<file path="config.mk">
export PLATFORM = sky130hd
export DESIGN_NAME = sig_conditioner
export DESIGN_NICKNAME = d
export VERILOG_FILES = /design/src/rtl/freq_meas_pkg.sv /design/src/rtl/sync_chain.sv /design/src/rtl/sig_conditioner.sv
export SDC_FILE = /design/constraint.sdc
export NUM_CORES = 1
export LEC_CHECK = 0
export CAP_MARGIN = 30
export CORE_ASPECT_RATIO = 0.5
export CORE_MARGIN = 2
export CORE_UTILIZATION = 30
export DETAILED_ROUTE_END_ITERATION = 10
export DONT_BUFFER_PORTS = 1
export GPL_ROUTABILITY_DRIVEN = 0
export PLACE_DENSITY = 0.51
export SETUP_SLACK_MARGIN = 0.2
export SLEW_MARGIN = 25
export SYNTH_ARGS = -nofsm -noshare
export SYNTH_HDL_FRONTEND = slang
export SYNTH_SLANG_ARGS = --single-unit
</file>
<file path="constraint.sdc">
create_clock -name fpga_clk -period 2.2 [get_ports fpga_clk]
set_clock_uncertainty 0.1 [all_clocks]
set_input_delay 0.44 -clock fpga_clk [delete_from_list [all_inputs] [get_ports fpga_clk]]
set_output_delay 0.44 -clock fpga_clk [all_outputs]
set_load 0.02 [all_outputs]
</file>
<file path="src/rtl/freq_meas_pkg.sv">
// Shared definitions for the frequency-meter front end: edge-select encodings,
// filter state type, idle timeout default and glitch counter ceiling.
package freq_meas_pkg;

  localparam logic [1:0] EDGE_RISE = 2'b00;
  localparam logic [1:0] EDGE_FALL = 2'b01;
  localparam logic [1:0] EDGE_BOTH = 2'b10;

  localparam int IDLE_US_DEFAULT = 1_000_000;
  localparam logic [7:0] GLITCH_MAX = 8'hFF;

  typedef enum logic {
    STABLE  = 1'b0,
    PENDING = 1'b1
  } filt_state_e;

  // 2'b11 deliberately falls into the rising-edge default.
  function automatic logic edge_match(input logic [1:0] sel, input logic prev, input logic cur);
    case (sel)
      EDGE_FALL: return prev & ~cur;
      EDGE_BOTH: return prev ^ cur;
      default:   return ~prev & cur;
    endcase
  endfunction

endpackage

</file>
<file path="src/rtl/sync_chain.sv">
// Flop chain bringing an asynchronous level into the clk domain.
module sync_chain #(
  parameter int STAGES = 2
) (
  input  logic clk,
  input  logic srst,
  input  logic d_i,
  output logic q_o
);

  logic [STAGES-1:0] sync_q;

  always_ff @(posedge clk) begin
    if (srst) begin
      sync_q <= '0;
    end else begin
      sync_q <= {sync_q[STAGES-2:0], d_i};
    end
  end

  assign q_o = sync_q[STAGES-1];

endmodule

</file>
<file path="src/rtl/sig_conditioner.sv">
// Measured-signal front end: synchroniser, pulse-width glitch filter, edge
// qualifier producing clk_enable, signal-presence timeout and glitch statistics.
module sig_conditioner
  import freq_meas_pkg::*;
#(
  parameter int SYNC_STAGES = 2,
  parameter int FILT_W      = 4,
  parameter int IDLE_US     = IDLE_US_DEFAULT,
  parameter int IDLE_W      = 20
) (
  input  logic              fpga_clk,
  input  logic              reset,
  input  logic              signal_in,
  input  logic [FILT_W-1:0] filt_len,
  input  logic [1:0]        edge_sel,
  input  logic              tick_1us,
  input  logic              clr_stats,
  output logic              clk_enable,
  output logic              sig_filtered,
  output logic              sig_present,
  output logic [7:0]        glitch_cnt
);

  localparam logic [IDLE_W-1:0] IDLE_MAX = IDLE_W'(IDLE_US);
  localparam logic [FILT_W-1:0] CNT_MAX  = '1;

  logic              sync_q;
  filt_state_e       state_q;
  logic [FILT_W-1:0] cnt_q;
  logic              filt_q;
  logic              filt_prev_q;
  logic              clk_en_q;
  logic              present_q;
  logic [7:0]        glitch_q;
  logic [IDLE_W-1:0] idle_q;
  logic [IDLE_W-1:0] idle_d;
  logic              bypass;
  logic              glitch_abort;

  sync_chain #(.STAGES(SYNC_STAGES)) u_sync (
    .clk  (fpga_clk),
    .srst (reset),
    .d_i  (signal_in),
    .q_o  (sync_q)
  );

  assign bypass       = (filt_len == '0);
  // In bypass the filter never counts a glitch, even if left mid-PENDING.
  assign glitch_abort = (state_q == PENDING) && (sync_q == filt_q) && !bypass;

  always_ff @(posedge fpga_clk) begin
    if (reset) begin
      state_q  <= STABLE;
      cnt_q    <= '0;
      filt_q   <= 1'b0;
      glitch_q <= '0;
    end else begin
      case (state_q)
        STABLE: begin
          if (bypass) begin
            filt_q <= sync_q;
          end else if (sync_q != filt_q) begin
            state_q <= PENDING;
            cnt_q   <= FILT_W'(1);
          end
        end
        PENDING: begin
          if (sync_q == filt_q) begin
            state_q <= STABLE;
          end else if (cnt_q >= filt_len) begin
            filt_q  <= sync_q;
            state_q <= STABLE;
          end else if (cnt_q != CNT_MAX) begin
            cnt_q <= cnt_q + 1'b1;
          end
        end
        default: state_q <= STABLE;
      endcase

      if (clr_stats) begin
        glitch_q <= '0;
      end else if (glitch_abort && glitch_q != GLITCH_MAX) begin
        glitch_q <= glitch_q + 8'd1;
      end
    end
  end

  // A qualified edge restarts the timeout even if a tick lands in the same cycle.
  always_comb begin
    idle_d = idle_q;
    if (clk_en_q) begin
      idle_d = '0;
    end else if (tick_1us && idle_q != IDLE_MAX) begin
      idle_d = idle_q + 1'b1;
    end
  end

  always_ff @(posedge fpga_clk) begin
    if (reset) begin
      filt_prev_q <= 1'b0;
      clk_en_q    <= 1'b0;
      present_q   <= 1'b0;
      idle_q      <= '0;
    end else begin
      filt_prev_q <= filt_q;
      clk_en_q    <= edge_match(edge_sel, filt_prev_q, filt_q);
      idle_q      <= idle_d;
      if (clk_en_q) begin
        present_q <= 1'b1;
      end else if (idle_d == IDLE_MAX) begin
        present_q <= 1'b0;
      end
    end
  end

  assign clk_enable   = clk_en_q;
  assign sig_filtered = filt_q;
  assign sig_present  = present_q;
  assign glitch_cnt   = glitch_q;

endmodule
</file>
Yosys cells after proc, flatten, opt, wreduce, memory -nomap -nowiden
Cells that the tools add are included.
{"block": "classes", "reduce_logical": 10, "eq_ne": 15, "add_sub_neg": 3, "muxes": 20, "n_lt_le_gt_ge": 1, "bitwise_logic": 6}
{"cell": "20-bit 2-to-1 mux", "n": 2}
{"cell": "20-bit by 1-bit adder with 20-bit output, second input constant", "n": 1}
{"cell": "20-bit equality test, second input constant", "n": 1}
{"cell": "4-bit 2-to-1 mux", "n": 5}
{"cell": "20-bit != test, second input constant", "n": 1}
{"cell": "2-bit != test, second input constant", "n": 5}
{"cell": "1-bit 2-to-1 mux", "n": 9}
{"cell": "8-bit by 1-bit adder with 8-bit output, second input constant", "n": 1}
{"cell": "8-bit != test, second input constant", "n": 1}
{"cell": "4-bit one-hot mux with 2 select lines", "n": 1}
{"cell": "1-bit one-hot mux with 2 select lines", "n": 3}
{"cell": "5-bit AND reduction", "n": 1}
{"cell": "4-bit by 1-bit adder with 4-bit output, second input constant", "n": 1}
{"cell": "4-bit >= comparator", "n": 1}
{"cell": "1-bit logical AND", "n": 4}
{"cell": "4-bit logical NOT", "n": 1}
{"cell": "2-bit by 1-bit != test with 1-bit output, second input constant", "n": 2}
{"cell": "4-bit != test, second input constant", "n": 1}
{"cell": "1-bit NOT", "n": 3}
{"cell": "3-bit AND reduction", "n": 1}
{"cell": "1-bit bitwise AND", "n": 2}
{"cell": "2-bit by 1-bit equality test with 1-bit output, second input constant", "n": 1}
{"cell": "2-bit equality test, second input constant", "n": 1}
{"cell": "2-bit nonzero test", "n": 1}
{"cell": "5 further kinds", "n": 5}
{"block": "word_totals", "in_bits": 11, "register_bits": 39, "word_cells": 64}

Longest topological paths before layout
{"block": "depth", "ltp_word": 7, "mapped_depth": 8}

By module
A second synthesis with hierarchy kept.
{"block": "hier_totals", "cells_unflattened": 262, "area_unflattened_um2": 2219.6}
{"mod": "sig_conditioner", "area_each_um2": 2167.1, "n_inst": 1, "cells_each": 258, "seq_area_each_um2": 740.7}
{"mod": "sync_chain", "area_each_um2": 52.6, "n_inst": 1, "cells_each": 4, "seq_area_each_um2": 40.0}

Worst setup path before layout
Ideal clock, no wire load.
{"block": "synth_path", "kind": "reg2reg", "startpoint": "reg idle_q[1]", "endpoint": "reg present_q (netlist: sig_present)", "arrival_time_ns": 2.053, "path_stages_with_launch": 9, "n_path_buf": 1, "required_ns": 1.973, "path_slack_ns": -0.079, "setup_ns": 0.127, "path_cell_list": "dfxtp_1 ha_1 and3_2 clkbuf_1 xnor2_1 a31oi_1 or4_1 nor4_1 a31oi_1"}
{"block": "synth_between", "elab_chain_cells": 6, "word_cells_on_any_way": 7, "classes_between": "1 x add/sub; 2 x eq/ne; 2 x mux; 2 x reduce/logical"}
{"element": "start: declaration", "line": "sig_conditioner.sv:35", "source": "logic [IDLE_W-1:0] idle_q;"}
{"element": "start signal: assignment", "line": "sig_conditioner.sv:107", "source": "idle_q <= idle_d;"}
{"element": "branches (longest 2 deep; another with 20-bit by 1-bit adder with 20-bit output)"}
{"element": "20-bit 2-to-1 mux (*)", "line": "sig_conditioner.sv:93", "source": "end else if (tick_1us && idle_q != IDLE_MAX) begin"}
{"element": "20-bit 2-to-1 mux (*)", "line": "sig_conditioner.sv:91", "source": "if (clk_en_q) begin"}
{"element": "20-bit equality test (*)", "line": "sig_conditioner.sv:110", "source": "end else if (idle_d == IDLE_MAX) begin"}
{"element": "2-bit nonzero test (no line) (*)"}
{"element": "end signal: assignment", "line": "sig_conditioner.sv:102", "source": "present_q <= 1'b0;"}
{"element": "end signal: assignment", "line": "sig_conditioner.sv:109", "source": "present_q <= 1'b1;"}
{"element": "end signal: assignment", "line": "sig_conditioner.sv:111", "source": "present_q <= 1'b0;"}
{"element": "end: declaration", "line": "sig_conditioner.sv:33", "source": "logic present_q;"}
Every way passes the cells marked *.
A chain may end at the register's enable or synchronous reset.

Final worst setup path
{"block": "layout_path", "startpoint": "reg idle_q[0]", "endpoint": "reg present_q (netlist: sig_present)"}
The elaborated chain is that of the path after synthesis.

==> metrics <==
CTS root buffer clkbuf_16; Syn Area/Cell between 8 and 9 µm²; number of buffers created by CTS 5; Final period util 96.14%; peak supply drop approximately 280 µV; status finished, final reports clean; Comb pwr share under 10%; Filler Cell Count 726; Ys Warns 0; kind of start point of the critical path flip-flop; CP max-delay cell or4_4; final setup violation count 0; Synth async-reset ratio 0%; Residual DRC 0; Leak 1.142 nW; number of I/O port buffers 0; initial antenna violation count 0; Core Rows 22; Die Ht about 65 µm; Synth area leaders dfxtp_1, xnor2_1, ha_1, nor2_1, xor2_1; Via Count between 1,500 and 2,000; die width 126.7 µm; Mapped Nets ~290; distinct cell type count after synthesis 50; clock share of power around half; multi-input logic area 1565 µm²; commonest register cell after synthesis dfxtp_1; sw power about 0.00037 W; WP data arrival ~2.2 ns; RSZ-0062 raised after global routing true; Min Hold Slack 0.1169 ns; Fmax achieved around 0.47 GHz; dominant cell by count in the synthesized netlist dfxtp_1; worst-path fanout max 5; clock sink total 39; Max stage delay on crit path ~0.52 ns; clock transition time at the flip-flop clock pins of the worst setup and hold paths approximately 0.060 ns; DP Cell Count 368; largest area contributor in the netlist dfxtp_1; top post-synthesis cells by count dfxtp_1, nor2_1, xnor2_1; gr usage total 13.81%; number of synthesized flops with an enable pin 0; htree depth 2; Max Cap Violations 0; normalized max-slew margin roughly 73%; hold crit path type input pin to flip-flop; Die Footprint 8285 µm²; final hold violation count 0; mapped cell area 2260 µm²; FF/Latch Area 792.0 µm²; Critical Path RT about 2.3 ns; IO Pins 22; clock tree buffer depth 2; final worst path period need roughly 2.1 ns; part of the power in registers between 40% and 50%; Max Slew Vio Count 0; critical path type flip-flop to flip-flop; post-synthesis sequential area ratio around a third; routed length per instance around 14 µm; final net count ~320; overflow left after global routing 0; CTS tree done; pwr dens approximately 570 nW/µm²; Worst-Margin Slew a little over 0.4 ns; total power approximately 0.0017 W; clock latency on the worst-skew pair 0.28 ns; number of global-route vias before repair 1,920; Detail Route Antenna Nets 0; Pint 0.001348 W; Crit. End Element flip-flop; Post-Layout Cell Count 397; setup TNS 0 ns; diode count 0; global-route wire length before repair between 9000 and 10,000 µm; First-pass DRT Iterations 4; Syn Inst Count between 200 and 300; Switching Fraction between 20% and 30%; share of post-route cells with drive strength above 1 a little under a third; Core Area between 7000 and 8000 µm²; final core utilization about two fifths; Cell Chain, Critical Path ha_4 > nand3_4 > nor3_4 > buf_6 > and3_2 > or4_4 > nor4_4 > a31oi_1; Yosys top cell area share between 30% and 40%; Seq cells post-synth 39; Initial Util between 30% and 40%; synthesis-to-layout area growth 33.11%; DR vias/cell a little under 5; largest net degree at the start of global routing 21; drt initial violations 47; total routed wirelength 5363 µm; DP HPWL 3559 µm
[logic make-up after synthesis]
logic type	after synthesis	synth area share (%)
buffers and inverters	22	5.481
DFF	39	34.55
and+or+nand+nor	120	29.90
muxes	5	2.215
AOI/OAI and AO/OA	36	10.35
xor gates and xnor gates	28	10.85
adders and majority gates	12	6.644
[metal layers]
layer | share of wire [%] | routed length, µm | track usage (%) | vias up
met4 | 1.6 | 87 | 5.632 | 0
met3 | 3.8 | 203 | 3.339 | 8
met5 | 0 | 0 | 0 | -
met2 | 49 | 2646 | 24.32 | 29
li1 | - | - | - | 993
met1 | 45 | 2424 | 16.48 | 919
[placed cells by master (no fill, tap or decap), types with 3 or more instances in the layout]
cell type  instances
buf_4             38
nor2_1            36
dfxtp_1           34
xnor2_1           16
nand2_1           15
inv_1             11
a21oi_1           10
xor2_1            10
nand4_1            9
nand3_1            9
ha_1               9
nor3_1             6
nand2b_1           5
nor2b_1            5
mux2i_1            5
clkbuf_16          5
o21ai_0            4
nor4_4             3
a21o_1             3
dfxtp_2            3
[worst max-delay path: cells and delay by family, from the launching register on]
| kind | cells | cell delay, ns |
|---|---|---|
| AND/OR/NAND/NOR | 5 | 1.12 |
| buffers and inverters | 1 | 0.13 |
| adder cells (fa/ha/maj) | 1 | 0.17 |
| AO/OA/AOI/OAI | 1 | 0.11 |
| flip-flops | 1 | 0.36 |
[final timing paths]
path / start / end / slack, ns / cells past startpoint
max: idle_q[0] / sig_present / 0.08 / 8
min: reset / filt_prev_q / 0.12 / 1
max reg2reg: idle_q[0] / sig_present / 0.08 / 8
min reg2reg: u_sync.sync_q[0] / u_sync.sync_q[1] / 0.35 / 1
[power groups by stage]
stage          registers (W)  clock network, W  logic (W)
4_1_cts             0.000725          0.000879   0.000121
2_1_floorplan       0.000744                 0  0.0000615
6_report            0.000727          0.000858   0.000135
3_5_place_dp        0.000745                 0  0.0000781
5_1_grt             0.000727          0.000901   0.000147
3_3_place_gp        0.000745                 0  0.0000760
[flip-flops by register name, indices dropped and copies added, names as in the netlist]
signal,cells
filt_prev_q,1
idle_q,20
cnt_q,4
state_q,1
sig_present,1
glitch_cnt,8
sig_filtered,1
clk_enable,1
u_sync.sync_q,2
[cell type report]
| type | count | share of cell area, % |
|---|---|---|
| multi-input combinational | 201 | 52.04 |
| sequential | 39 | 26.33 |
| timing repair buffer | 40 | 10.23 |
| clock buffer | 6 | 4.617 |
| tap | 96 | 3.993 |
| inverter | 13 | 1.622 |
| clock inverter | 2 | 1.165 |
[through the flow]
step                area (µm²)  setup WS, ns
floorplan                 2298        0.2004
global placement          2485       0.06937
detailed placement        2485       0.04550
CTS                       2869       0.07798
global route              3008       0.02251
finish                    3008       0.08491
[timing repair]
action | in CTS | in global routing
hold buffers | 0 | 0
endpoints found under the setup margin | 7 | 11
resized for setup | 17 | 21
cloned | 0 | 0
setup buffers | 17 | 4
pin swaps | 15 | 16
Power figures use the tool's default switching activity.
